==> config.mk <==
export PLATFORM = sky130hd
export DESIGN_NAME = dti_upsizer_flat
export DESIGN_NICKNAME = d
export VERILOG_FILES = /design/src/rtl/dti_upsizer_if.sv /design/src/rtl/dti_upsizer.sv /design/src/flat_wrapper.sv
export SDC_FILE = /design/constraint.sdc
export NUM_CORES = 1
export LEC_CHECK = 0
export BUFFER_PORTS_ARGS = -buffer_cell sky130_fd_sc_hd__buf_2
export CAP_MARGIN = 20
export CORE_MARGIN = 10
export CORE_UTILIZATION = 47
export CTS_CLUSTER_DIAMETER = 80
export DETAILED_ROUTE_END_ITERATION = 6
export HOLD_SLACK_MARGIN = 0.1
export PLACE_DENSITY = 0.77
export SYNTH_ARGS = -nofsm -noshare
export SYNTH_HDL_FRONTEND = slang
export SYNTH_SLANG_ARGS = --single-unit
==> constraint.sdc <==
create_clock -name clk -period 2.4 [get_ports clk]
set_input_delay 0.48 -clock clk [delete_from_list [all_inputs] [get_ports clk]]
set_output_delay 0.48 -clock clk [all_outputs]
set_load 0.01 [all_outputs]
==> src/rtl/dti_upsizer_if.sv <==
// Valid/ready data transfer interface.
// Producer drives data/valid, consumer drives ready.
interface dti #(
  parameter int W = 1
);
  logic [W-1:0] data;
  logic         valid;
  logic         ready;

  modport producer (
    output data,
    output valid,
    input  ready
  );

  modport consumer (
    input  data,
    input  valid,
    output ready
  );
endinterface

==> src/rtl/dti_upsizer.sv <==
// Width upsizer: packs RATIO input words into one output word.
// A group closes when full or on an eot word, then is held on dout.
module dti_upsizer #(
  parameter int DIN   = 16,
  parameter int RATIO = 4
) (
  input  logic  clk,
  input  logic  rst,
  dti.consumer  din,
  dti.producer  dout
);

  localparam int CNTW = $clog2(RATIO) + 1;
  localparam logic [CNTW-1:0] LAST = CNTW'(RATIO - 1);
  localparam logic [CNTW-1:0] ONE = CNTW'(1);
  localparam bit SINGLE = (RATIO == 1);

  typedef enum logic {
    FILL,
    HOLD
  } state_e;

  state_e                 state_q, state_d;
  logic [CNTW-1:0]        idx_q, idx_d;
  logic [CNTW-1:0]        cnt_q, cnt_d;
  logic                   eot_q, eot_d;
  logic [RATIO*DIN-1:0]   lanes_q, lanes_d;

  logic [DIN-1:0]         pay;
  logic                   eot_in;
  logic                   din_xfer;

  assign pay      = din.data[DIN-1:0];
  assign eot_in   = din.data[DIN];
  assign din_xfer = din.valid & din.ready;

  assign din.ready  = (state_q == FILL) | dout.ready;
  assign dout.valid = (state_q == HOLD);
  assign dout.data  = {eot_q, cnt_q, lanes_q};

  // Next-state: collect words in FILL, present and restart in HOLD.
  always_comb begin
    state_d = state_q;
    idx_d   = idx_q;
    cnt_d   = cnt_q;
    eot_d   = eot_q;
    lanes_d = lanes_q;
    unique case (state_q)
      FILL: begin
        if (din_xfer) begin
          for (int i = 0; i < RATIO; i++) begin
            if (idx_q == CNTW'(i)) begin
              lanes_d[i*DIN +: DIN] = pay;
            end
          end
          if (eot_in || idx_q == LAST) begin
            state_d = HOLD;
            cnt_d   = idx_q + ONE;
            eot_d   = eot_in;
            idx_d   = '0;
          end else begin
            idx_d = idx_q + ONE;
          end
        end
      end
      HOLD: begin
        if (dout.ready) begin
          lanes_d = '0;
          cnt_d   = '0;
          eot_d   = 1'b0;
          idx_d   = '0;
          state_d = FILL;
          if (din_xfer) begin
            lanes_d[DIN-1:0] = pay;
            if (eot_in || SINGLE) begin
              state_d = HOLD;
              cnt_d   = ONE;
              eot_d   = eot_in;
            end else begin
              idx_d = ONE;
            end
          end
        end
      end
      default: state_d = FILL;
    endcase
  end

  // State register with asynchronous clear of any partial group.
  always_ff @(posedge clk or posedge rst) begin
    if (rst) begin
      state_q <= FILL;
      idx_q   <= '0;
      cnt_q   <= '0;
      eot_q   <= 1'b0;
      lanes_q <= '0;
    end else begin
      state_q <= state_d;
      idx_q   <= idx_d;
      cnt_q   <= cnt_d;
      eot_q   <= eot_d;
      lanes_q <= lanes_d;
    end
  end

endmodule

==> src/flat_wrapper.sv <==
// flat-port wrapper written by rule: the top's interface ports become plain ports
module dti_upsizer_flat 
#(
  parameter int DIN   = 16,
  parameter int RATIO = 4
)
  (clk, rst, din_data, din_valid, din_ready, dout_data, dout_valid, dout_ready);
  dti #(.W(17)) din_i ();
  dti #(.W(68)) dout_i ();
  input  logic clk;
  input  logic rst;
  input wire logic [$bits(din_i.data)-1:0] din_data;
  input wire logic [$bits(din_i.valid)-1:0] din_valid;
  output wire logic [$bits(din_i.ready)-1:0] din_ready;
  output wire logic [$bits(dout_i.data)-1:0] dout_data;
  output wire logic [$bits(dout_i.valid)-1:0] dout_valid;
  input wire logic [$bits(dout_i.ready)-1:0] dout_ready;
  assign din_i.data = din_data;
  assign din_i.valid = din_valid;
  assign din_ready = din_i.ready;
  assign dout_data = dout_i.data;
  assign dout_valid = dout_i.valid;
  assign dout_i.ready = dout_ready;
  dti_upsizer #(.DIN(DIN), .RATIO(RATIO)) u_core (.clk(clk), .rst(rst), .din(din_i), .dout(dout_i));
endmodule
==> results of run 1 <==
## metrics by stage
step	cell area, sq um	util (%)
2_1_floorplan	3300	-
3_3_place_gp	3830	56.4
3_5_place_dp	3830	56.4
4_1_cts	4030	59.3
5_1_grt	4030	59.3
6_report	4030	59.3
## sequential cells by signal (all words and copies together), names as in the netlist
name,cells
u_core.lanes_q,64
u_core.cnt_q,3
u_core.idx_q,3
u_core.dout.valid,1
u_core.eot_q,1
## report_power, final
group / total (mW) / internal, mW / switching, mW / leakage, nW
combinational: 0.868 / 0.348 / 0.520 / 1.17
clock: 0.956 / 0.500 / 0.456 / 0.0904
sequential: 1.57 / 1.44 / 0.130 / 0.955
## layer usage
layer,vias to the layer above,GRT usage (%),wire length [um]
met2,90,27.4,4420
met1,1322,20.0,3820
met5,-,0,0
li1,1278,-,-
met3,17,4.52,551
met4,0,7.95,216
## worst max-delay path: stages (launching register included)
cell                       delay [ns]
sky130_fd_sc_hd__dfrtp_1         0.42
sky130_fd_sc_hd__ha_1            0.18
sky130_fd_sc_hd__ha_1            0.58
sky130_fd_sc_hd__nor2_1          0.14
sky130_fd_sc_hd__o311ai_0        0.36
sky130_fd_sc_hd__o221ai_1        0.20
## logic make-up after synthesis
family | Yosys count | share of synthesized area, %
flops | 72 | 54.6
compound gates | 87 | 17.4
fa+ha+maj | 5 | 1.90
simple gates | 60 | 8.95
mux | 19 | 5.76
buf+inv | 91 | 11.4
## worst max-delay path by stage
stage / endpoint / slack, ns / from
floorplan: u_core.cnt_q[0] / 0.1 / rst
global placement: u_core.lanes_q[16] / 0.58 / u_core.dout.valid
detailed placement: u_core.cnt_q[0] / 0.44 / u_core.idx_q[2]
CTS: u_core.cnt_q[0] / 0.42 / u_core.idx_q[2]
global route: u_core.cnt_q[0] / 0.20 / u_core.idx_q[0]
finish: u_core.cnt_q[0] / 0.37 / u_core.idx_q[0]
## final cells by class
type,instances,area (sq um)
clock buffer,10,138
clock inverter,5,57.6
fill,580,2770
inverter,67,251
multi-input combinational,171,1140
sequential,72,1800
tap,96,120
timing repair buffer,98,523
## cell usage in the layout, fill, tap and decap left out, types with 2 or more instances in the layout
master / Yosys / routed
sky130_fd_sc_hd__a211oi_1: 10 / 10
sky130_fd_sc_hd__buf_2: 10 / 90
sky130_fd_sc_hd__nor2_1: 2 / 2
sky130_fd_sc_hd__mux2i_1: 19 / 19
sky130_fd_sc_hd__buf_4: 3 / 7
sky130_fd_sc_hd__nand2_1: 36 / 36
sky130_fd_sc_hd__ha_1: 5 / 5
sky130_fd_sc_hd__o21ai_0: 43 / 43
sky130_fd_sc_hd__clkbuf_8: 0 / 10
sky130_fd_sc_hd__dfrtp_1: 72 / 72
sky130_fd_sc_hd__nand4_1: 16 / 16
sky130_fd_sc_hd__inv_1: 67 / 66
sky130_fd_sc_hd__o221ai_1: 2 / 2
sky130_fd_sc_hd__o211ai_1: 16 / 16
sky130_fd_sc_hd__a21o_1: 10 / 10
sky130_fd_sc_hd__clkinvlp_4: 0 / 3
==> parameters.txt, run 1 <==
Parameter                              Value

Final layout
  Fraction of final layout cells with drive strength greater than 1 ... 27.9%
  Number of standard cells in the layout, taps in and fillers out ... between 500 and 600
  Net count reported at finish ... ~450
  Antenna cells ... 0
  Area Overhead vs Synth ... 22.1%

Synthesis
  Synth area leader ... sky130_fd_sc_hd__dfrtp_1
  Distinct cell type count after synthesis ... 29
  Syn Nets ... 360
  Sequential area share after synthesis ... roughly 55%
  Average instance area after synthesis ... 9.88 sq um
  Ys async rst share ... between 90% and 100%
  Dominant cell by count in the synthesized netlist ... sky130_fd_sc_hd__dfrtp_1
  Number of synthesis warnings ... 0
  Largest cells by area after synthesis ... sky130_fd_sc_hd__dfrtp_1 (55%), sky130_fd_sc_hd__inv_1 (7.6%), sky130_fd_sc_hd__o21ai_0 (6.5%)
  Post-synthesis instance total ... 334
  EDFF count, synth ... 0
  Area of the mapped netlist ... 3300 sq um
  Register bit total from synthesis ... 72
  Most common flop cell mapped by yosys ... sky130_fd_sc_hd__dfrtp_1
  Top post-synthesis cells by count ... sky130_fd_sc_hd__dfrtp_1 (72), sky130_fd_sc_hd__inv_1 (67), sky130_fd_sc_hd__o21ai_0 (43)
  Area share of the leading cell type in the synthesized netlist ... 54.6%

Floorplan
  Initial core utilization ... slightly below 50%
  CORE AREA ... roughly 6800 sq um
  Die Y-Extent ... 104 um
  Boundary Pins ... a little over 90
  Cell row count ... 30
  Horizontal extent of the die ... 104 um
  Die area ... around 11000 sq um

Route
  Routed wire length ... 9010 um
  Number of nets with antenna violations after routing ... 0
  Routed WL per cell ... 17.4 um
  Number of DRC markers in iteration 0 ... 176
  Average vias per placed instance ... between 5 and 6
  DRC violation count after routing ... 0
  Vias after detailed routing ... 2707
  First-pass iteration count of the detailed router ... 4

Timing
  Final worst setup slack ... 0.372 ns
  Peak Freq ... 0.493 GHz
  Worst Max-Slew Pin Slew ... 0.975 ns
  Setup Total Neg Slack ... 0 ns
  Shortest period the worst path allows ... roughly 2.0 ns
  Number of failing hold endpoints at the final stage ... 0
  Clk_skew ... roughly 0.0070 ns
  Minimum hold slack ... 0.107 ns
  Final Setup Violations ... 0
  Share of the clock period used by the worst path ... 84.5%
  Setup repair after global routing missed its margin ... no
  Number of max-slew violations in the final report ... 0
  Worst slew slack as a fraction of its limit ... 34.9%

Critical path
  Required arrival time at the worst endpoint ... 2.60 ns
  Source of the worst register-to-register timing path ... u_core.idx_q[0]
  Setup slack of the worst register-to-register path ... around 0.37 ns
  Endpoint type of the worst setup path ... flip-flop
  R2R cell count ... 5
  Type of origin of the critical path ... flip-flop
  Kind of critical path ... reg -> reg
  Data arrival time of the worst path ... 2.23 ns
  Crit Path Max Fanout ... 20
  Reg2Reg Capture Point ... u_core.cnt_q[0]

Power
  Peak ir drop on the vdd network ... about 290 uV
  Total power ... 3.39 mW
  Leakage power figure ... 2.22 nW
  Power per cell area ... 842 nW/um^2

Global routing
  Largest net degree at the start of global routing ... 34
  Antenna violations before repair ... 0
  Leftover overflow at the end of global routing ... 0
  Number of global-route vias before repair ... 2743
  First-pass GRT wire length ... roughly 15000 um
  Global routing usage summed across all routing layers ... between 10% and 20%

CTS
  Quantity of hold-fixing buffers added after cts ... 0
  CTS tree ... yes
  H-tree levels ... 3
  Clk_lat worst skew ... 0.35 ns
  Maximum buffer depth of the clock tree ... 2
  Number of instances resized during post-cts repair ... 0
  Clock-pin slew reported for the worst setup and hold paths after clock tree synthesis ... 0.08 ns
  Root buffer selected by CTS ... sky130_fd_sc_hd__clkbuf_8
  # clock sinks ... 72
  Inserted Clock Buffers ... 9
  Post-CTS Setup Bufs ... 0

Placed design
  Dpl hpwl ... 6390 um
  RD Place Congestion ... 0.816
  IO buf count ... 90
  Number of instances in the placed design ... about 500
  Post-placement worst setup slack ... 0.438 ns

Hold path
  Class of the tightest hold or removal check ... in -> async

Run status
  Status ... complete, no violations

Flow run
  Maximum Capacitance Violations ... 0
No activity file was read; power rests on OpenSTA's default activity.
==> inputs of run 2 (changes only) <==
--- a/config.mk
+++ b/config.mk
@@ -5,14 +5,15 @@
 export SDC_FILE = /design/constraint.sdc
 export NUM_CORES = 1
 export LEC_CHECK = 0
+export ABC_AREA = 1
 export BUFFER_PORTS_ARGS = -buffer_cell sky130_fd_sc_hd__buf_2
 export CAP_MARGIN = 20
 export CORE_MARGIN = 10
-export CORE_UTILIZATION = 47
+export CORE_UTILIZATION = 46
 export CTS_CLUSTER_DIAMETER = 80
 export DETAILED_ROUTE_END_ITERATION = 6
 export HOLD_SLACK_MARGIN = 0.1
-export PLACE_DENSITY = 0.77
+export PLACE_DENSITY = 0.76
 export SYNTH_ARGS = -nofsm -noshare
 export SYNTH_HDL_FRONTEND = slang
 export SYNTH_SLANG_ARGS = --single-unit
==> constraint.sdc (replaced) <==
create_clock -name clk -period 1.7 [get_ports clk]
set_input_delay 0.34 -clock clk [delete_from_list [all_inputs] [get_ports clk]]
set_output_delay 0.34 -clock clk [all_outputs]
set_load 0.01 [all_outputs]
==> run 2 against run 1 <==
Against the previous run:
- power rose by 88%
- clock skew rose by 0.0030 ns
- global-route usage fell by 0.99 points
- register-to-register slack got worse by 0.17 ns
- setup slack got worse by 0.28 ns
- final cell count fell by 1.3%
- critical path depth fell by 1
- combinational power rose by 150%
- area after synthesis fell by 5.9%
- largest power group unchanged
- highest routed layer unchanged
==> parameters.txt, run 2 <==
Parameter                              Value

Critical path
  R2R cell count ... 7 (+2)
  Setup slack of the worst register-to-register path ... 0.20 ns (-0.17 ns)
  Ordered cell list for the critical path ... inv_2 -> nor2_1 -> inv_1 -> buf_2
  Crit Path Max Fanout ... 8 (-60%)
  Source of the worst register-to-register timing path ... u_core.idx_q[0]
  Data arrival time of the worst path ... 1.27 ns (-0.96 ns)
  Kind of critical path ... reg -> out
  Cell with the biggest individual delay on the critical path ... sky130_fd_sc_hd__dfrtp_2
  Type of origin of the critical path ... flip-flop
  Endpoint of the most critical setup path ... din_ready
  Beginning of the critical path ... u_core.dout.valid
  Endpoint type of the worst setup path ... output pin
  Required arrival time at the worst endpoint ... 1.36 ns (-1.24 ns)
  Peak per-stage delay on the critical path ... 0.47 ns (-0.11 ns)
  Reg2Reg Capture Point ... u_core.lanes_q[50]

Synthesis
  Syn Nets ... 370 (+2.8%)
  Synth area leader ... sky130_fd_sc_hd__dfrtp_1
  Register bit total from synthesis ... 72 (unchanged)
  Number of synthesis warnings ... 0 (unchanged)
  Post-synthesis instance total ... 344 (+3.0%)
  Share of synthesized area spent on multiplexers ... 0% (-5.8 points)
  Distinct cell type count after synthesis ... 19 (-34%)
  Area share of the leading cell type in the synthesized netlist ... 58.0% (+3.4 points)
  Main combinational cell family by area after synthesis ... simple AND/OR/NAND/NOR gates
  EDFF count, synth ... 0 (unchanged)
  Xor/xnor cell area share of the yosys netlist ... 0% (unchanged)
  Area of the mapped netlist ... 3110 sq um (-5.9%)
  Average instance area after synthesis ... 9.03 sq um (-8.6%)
  Ys async rst share ... 100% (unchanged)
  Sequential area share after synthesis ... 58.0% (+3.4 points)
  Dominant cell by count in the synthesized netlist ... sky130_fd_sc_hd__nand2_1
  Top post-synthesis cells by count ... sky130_fd_sc_hd__nand2_1 (92), sky130_fd_sc_hd__dfrtp_1 (72), sky130_fd_sc_hd__nand3_1 (43)
  Area fraction in and, or, nand and nor cells after synthesis ... 23.3% (+14 points)
  Fraction of the mapped netlist area in compound gates ... 9.27% (-8.1 points)
  Largest cells by area after synthesis ... sky130_fd_sc_hd__dfrtp_1 (58%), sky130_fd_sc_hd__nand2_1 (11%), sky130_fd_sc_hd__nand3_1 (6.9%)
  Share of synthesized cell area in full adder, half adder and majority cells ... 2.01% (+0.12 points)
  Most common flop cell mapped by yosys ... sky130_fd_sc_hd__dfrtp_1

Floorplan
  Initial core utilization ... 48.1% (-0.48 points)
  Die area ... 10400 sq um (-3.1%)
  Boundary Pins ... 91 (unchanged)
  Die Y-Extent ... 102 um (-1.6%)
  Cell row count ... 29 (-3.3%)
  Horizontal extent of the die ... 102 um (-1.6%)
  CORE AREA ... 6460 sq um (-4.9%)

Final layout
  Antenna cells ... 0 (unchanged)
  Fraction of final layout cells with drive strength greater than 1 ... 28.5% (+0.61 points)
  Net count reported at finish ... 456 (+2.5%)
  Commonest non-fill, non-tap cells in the layout ... sky130_fd_sc_hd__nand2_1 (92), sky130_fd_sc_hd__buf_2 (90), sky130_fd_sc_hd__dfrtp_1 (71)
  Sequential cell area ... 1800 sq um (about the same)
  Number of inserted filler cells in the final layout ... 594 (+2.4%)
  Area Overhead vs Synth ... 22.9%
  Registers with the most flip-flops ... u_core.lanes_q x64, u_core.cnt_q x3, u_core.idx_q x3
  Register ranked first by flip-flop count ... u_core.lanes_q
  Number of flip-flops in the largest register ... 64 (unchanged)
  Area of combinational cells with multiple inputs ... 1080 sq um (-5.0%)
  Most frequent standard cell in the layout excluding fill and tap cells ... sky130_fd_sc_hd__nand2_1

Timing
  Clk_skew ... 0.0100 ns (+0.00298 ns)
  Minimum hold slack ... 0.0927 ns (-0.0146 ns)
  Setup repair after global routing missed its margin ... no
  Setup Total Neg Slack ... 0 ns (unchanged)
  Worst Max-Slew Pin Slew ... 0.432 ns (-0.543 ns)
  Number of failing hold endpoints at the final stage ... 0 (unchanged)
  Worst slew slack as a fraction of its limit ... 71.1% (+36 points)
  Share of the clock period used by the worst path ... 94.8%
  Number of max-slew violations in the final report ... 0 (unchanged)
  Shortest period the worst path allows ... 1.61 ns
  Peak Freq ... between 0.6 and 0.7 GHz
  Final Setup Violations ... 0 (unchanged)

Route
  Number of nets with antenna violations after routing ... 0 (unchanged)
  First-pass iteration count of the detailed router ... 5 (+1)
  DRC violation count after routing ... 0 (unchanged)
  Average vias per placed instance ... 5.00 (-4.2%)
  Routed wire length ... 8040 um (-11%)
  Number of DRC markers in iteration 0 ... 136 (-23%)
  Vias after detailed routing ... 2558 (-5.5%)
  Routed WL per cell ... 15.7 um (-9.5%)

Power
  Total power ... 6.36 mW (+88%)
  Leakage power figure ... 2.14 nW (-3.6%)
  Power per cell area ... 1670 nW/um^2 (+98%)
  Peak ir drop on the vdd network ... 753 uV (+160%)

Run status
  Status ... complete, no violations

Global routing
  Largest net degree at the start of global routing ... 73 (+110%)
  Leftover overflow at the end of global routing ... 0 (unchanged)
  Global routing usage summed across all routing layers ... 15.8% (-0.99 points)
  First-pass GRT wire length ... 13000 um (-10%)
  Number of global-route vias before repair ... 2571 (-6.3%)
  Met3 usage ... 4.86% (+0.34 points)
  Most used routing layer in global routing ... met2
  Antenna violations before repair ... 0 (unchanged)
  Fraction of met1 tracks used by global routing ... 20.7% (+0.69 points)
  Met2 track demand over resource ... 23.5% (-3.9 points)

CTS
  CTS tree ... yes
  Root buffer selected by CTS ... sky130_fd_sc_hd__clkbuf_8
  H-tree levels ... 3 (unchanged)
  # clock sinks ... 72 (unchanged)
  Quantity of hold-fixing buffers added after cts ... 0 (unchanged)
  Inserted Clock Buffers ... 9 (unchanged)
  Clock-pin slew reported for the worst setup and hold paths after clock tree synthesis ... 0.08 ns (about the same)
  Maximum buffer depth of the clock tree ... 2 (unchanged)
  Post-CTS Setup Bufs ... 0 (unchanged)
  Number of instances resized during post-cts repair ... 1 (+1)
  Clk_lat worst skew ... 0.34 ns (about the same)

Hold path
  Class of the tightest hold or removal check ... in -> async

Placed design
  Dpl hpwl ... 5920 um (-7.4%)
  RD Place Congestion ... 0.854 (+4.7%)
  IO buf count ... 90 (unchanged)

Flow run
  Maximum Capacitance Violations ... 0 (unchanged)
==> run 2: cell count changes in the layout (fill, tap and decap cells not counted), sizes merged, moves of 2 or more <==
cell,delta
a211oi,-10
nand2,+63
mux2i,-19
o211ai,-16
buf,-4
nor2,+22
inv,-40
o221ai,-2
nand3,+42
a21o,-10
nand4,-14
o21ai,+9
==> run 2: critical path, delay by kind of cell (launching register included) <==
family / cells / cell delay, ns
flops: 1 / 0.47
buf+inv: 3 / 0.40
simple gates: 1 / 0.07
==> run 2: per-layer routing <==
metal | wire (um) | up-vias
met2 | 3630 | 75
met3 | 636 | 9
met5 | 0 | -
met1 | 3650 | 1197
met4 | 123 | 0
li1 | - | 1277
==> run 2: cell families (layout without fill, tap and decap cells) <==
family | Yosys count | after routing
simple gates | 168 | 168
fa+ha+maj | 5 | 5
compound gates | 53 | 53
buf+inv | 46 | 137
flops | 72 | 72
==> run 2: worst min-delay path by stage <==
stage / startpoint / to / slack [ns]
floorplan: u_core.eot_q / u_core.eot_q / 0.47
global placement: u_core.lanes_q[3] / u_core.lanes_q[3] / 0.46
detailed placement: u_core.lanes_q[5] / u_core.lanes_q[5] / 0.46
CTS: rst / u_core.lanes_q[25] / 0.11
global route: rst / u_core.cnt_q[1] / 0.12
finish: rst / u_core.lanes_q[27] / 0.09
==> run 2: where the power goes <==
group          switching [mW]  internal [mW]  total, mW  leakage [nW]
sequential              0.365           2.34       2.70         0.949
combinational            1.32          0.819       2.14          1.08
clock                   0.650          0.872       1.52         0.113
total                    2.34           4.03       6.36          2.14
==> run 2: cell type report <==
cell class	instances	share of cell area (%)
flip-flops and latches	72	47.2
inverters	27	2.75
clock inverters	6	2.36
multi-input cells	226	28.3
well taps	77	2.52
clock buffers	10	3.61
repair buffers	94	13.2
==> run 2: per-stage QoR <==
| stage | util, % | std cells | area (sq um) | setup slack [ns] |
|---|---|---|---|---|
| 3_3_place_gp | 55.5 | 496 | 3580 | 0.208 |
| 6_report | 59.1 | 512 | 3820 | 0.0886 |
| 5_1_grt | 59.1 | 512 | 3820 | 0.0346 |
| 4_1_cts | 59.0 | 512 | 3810 | 0.0763 |
| 3_5_place_dp | 55.5 | 496 | 3580 | 0.147 |
| 2_1_floorplan | - | 344 | 3110 | 0.336 |
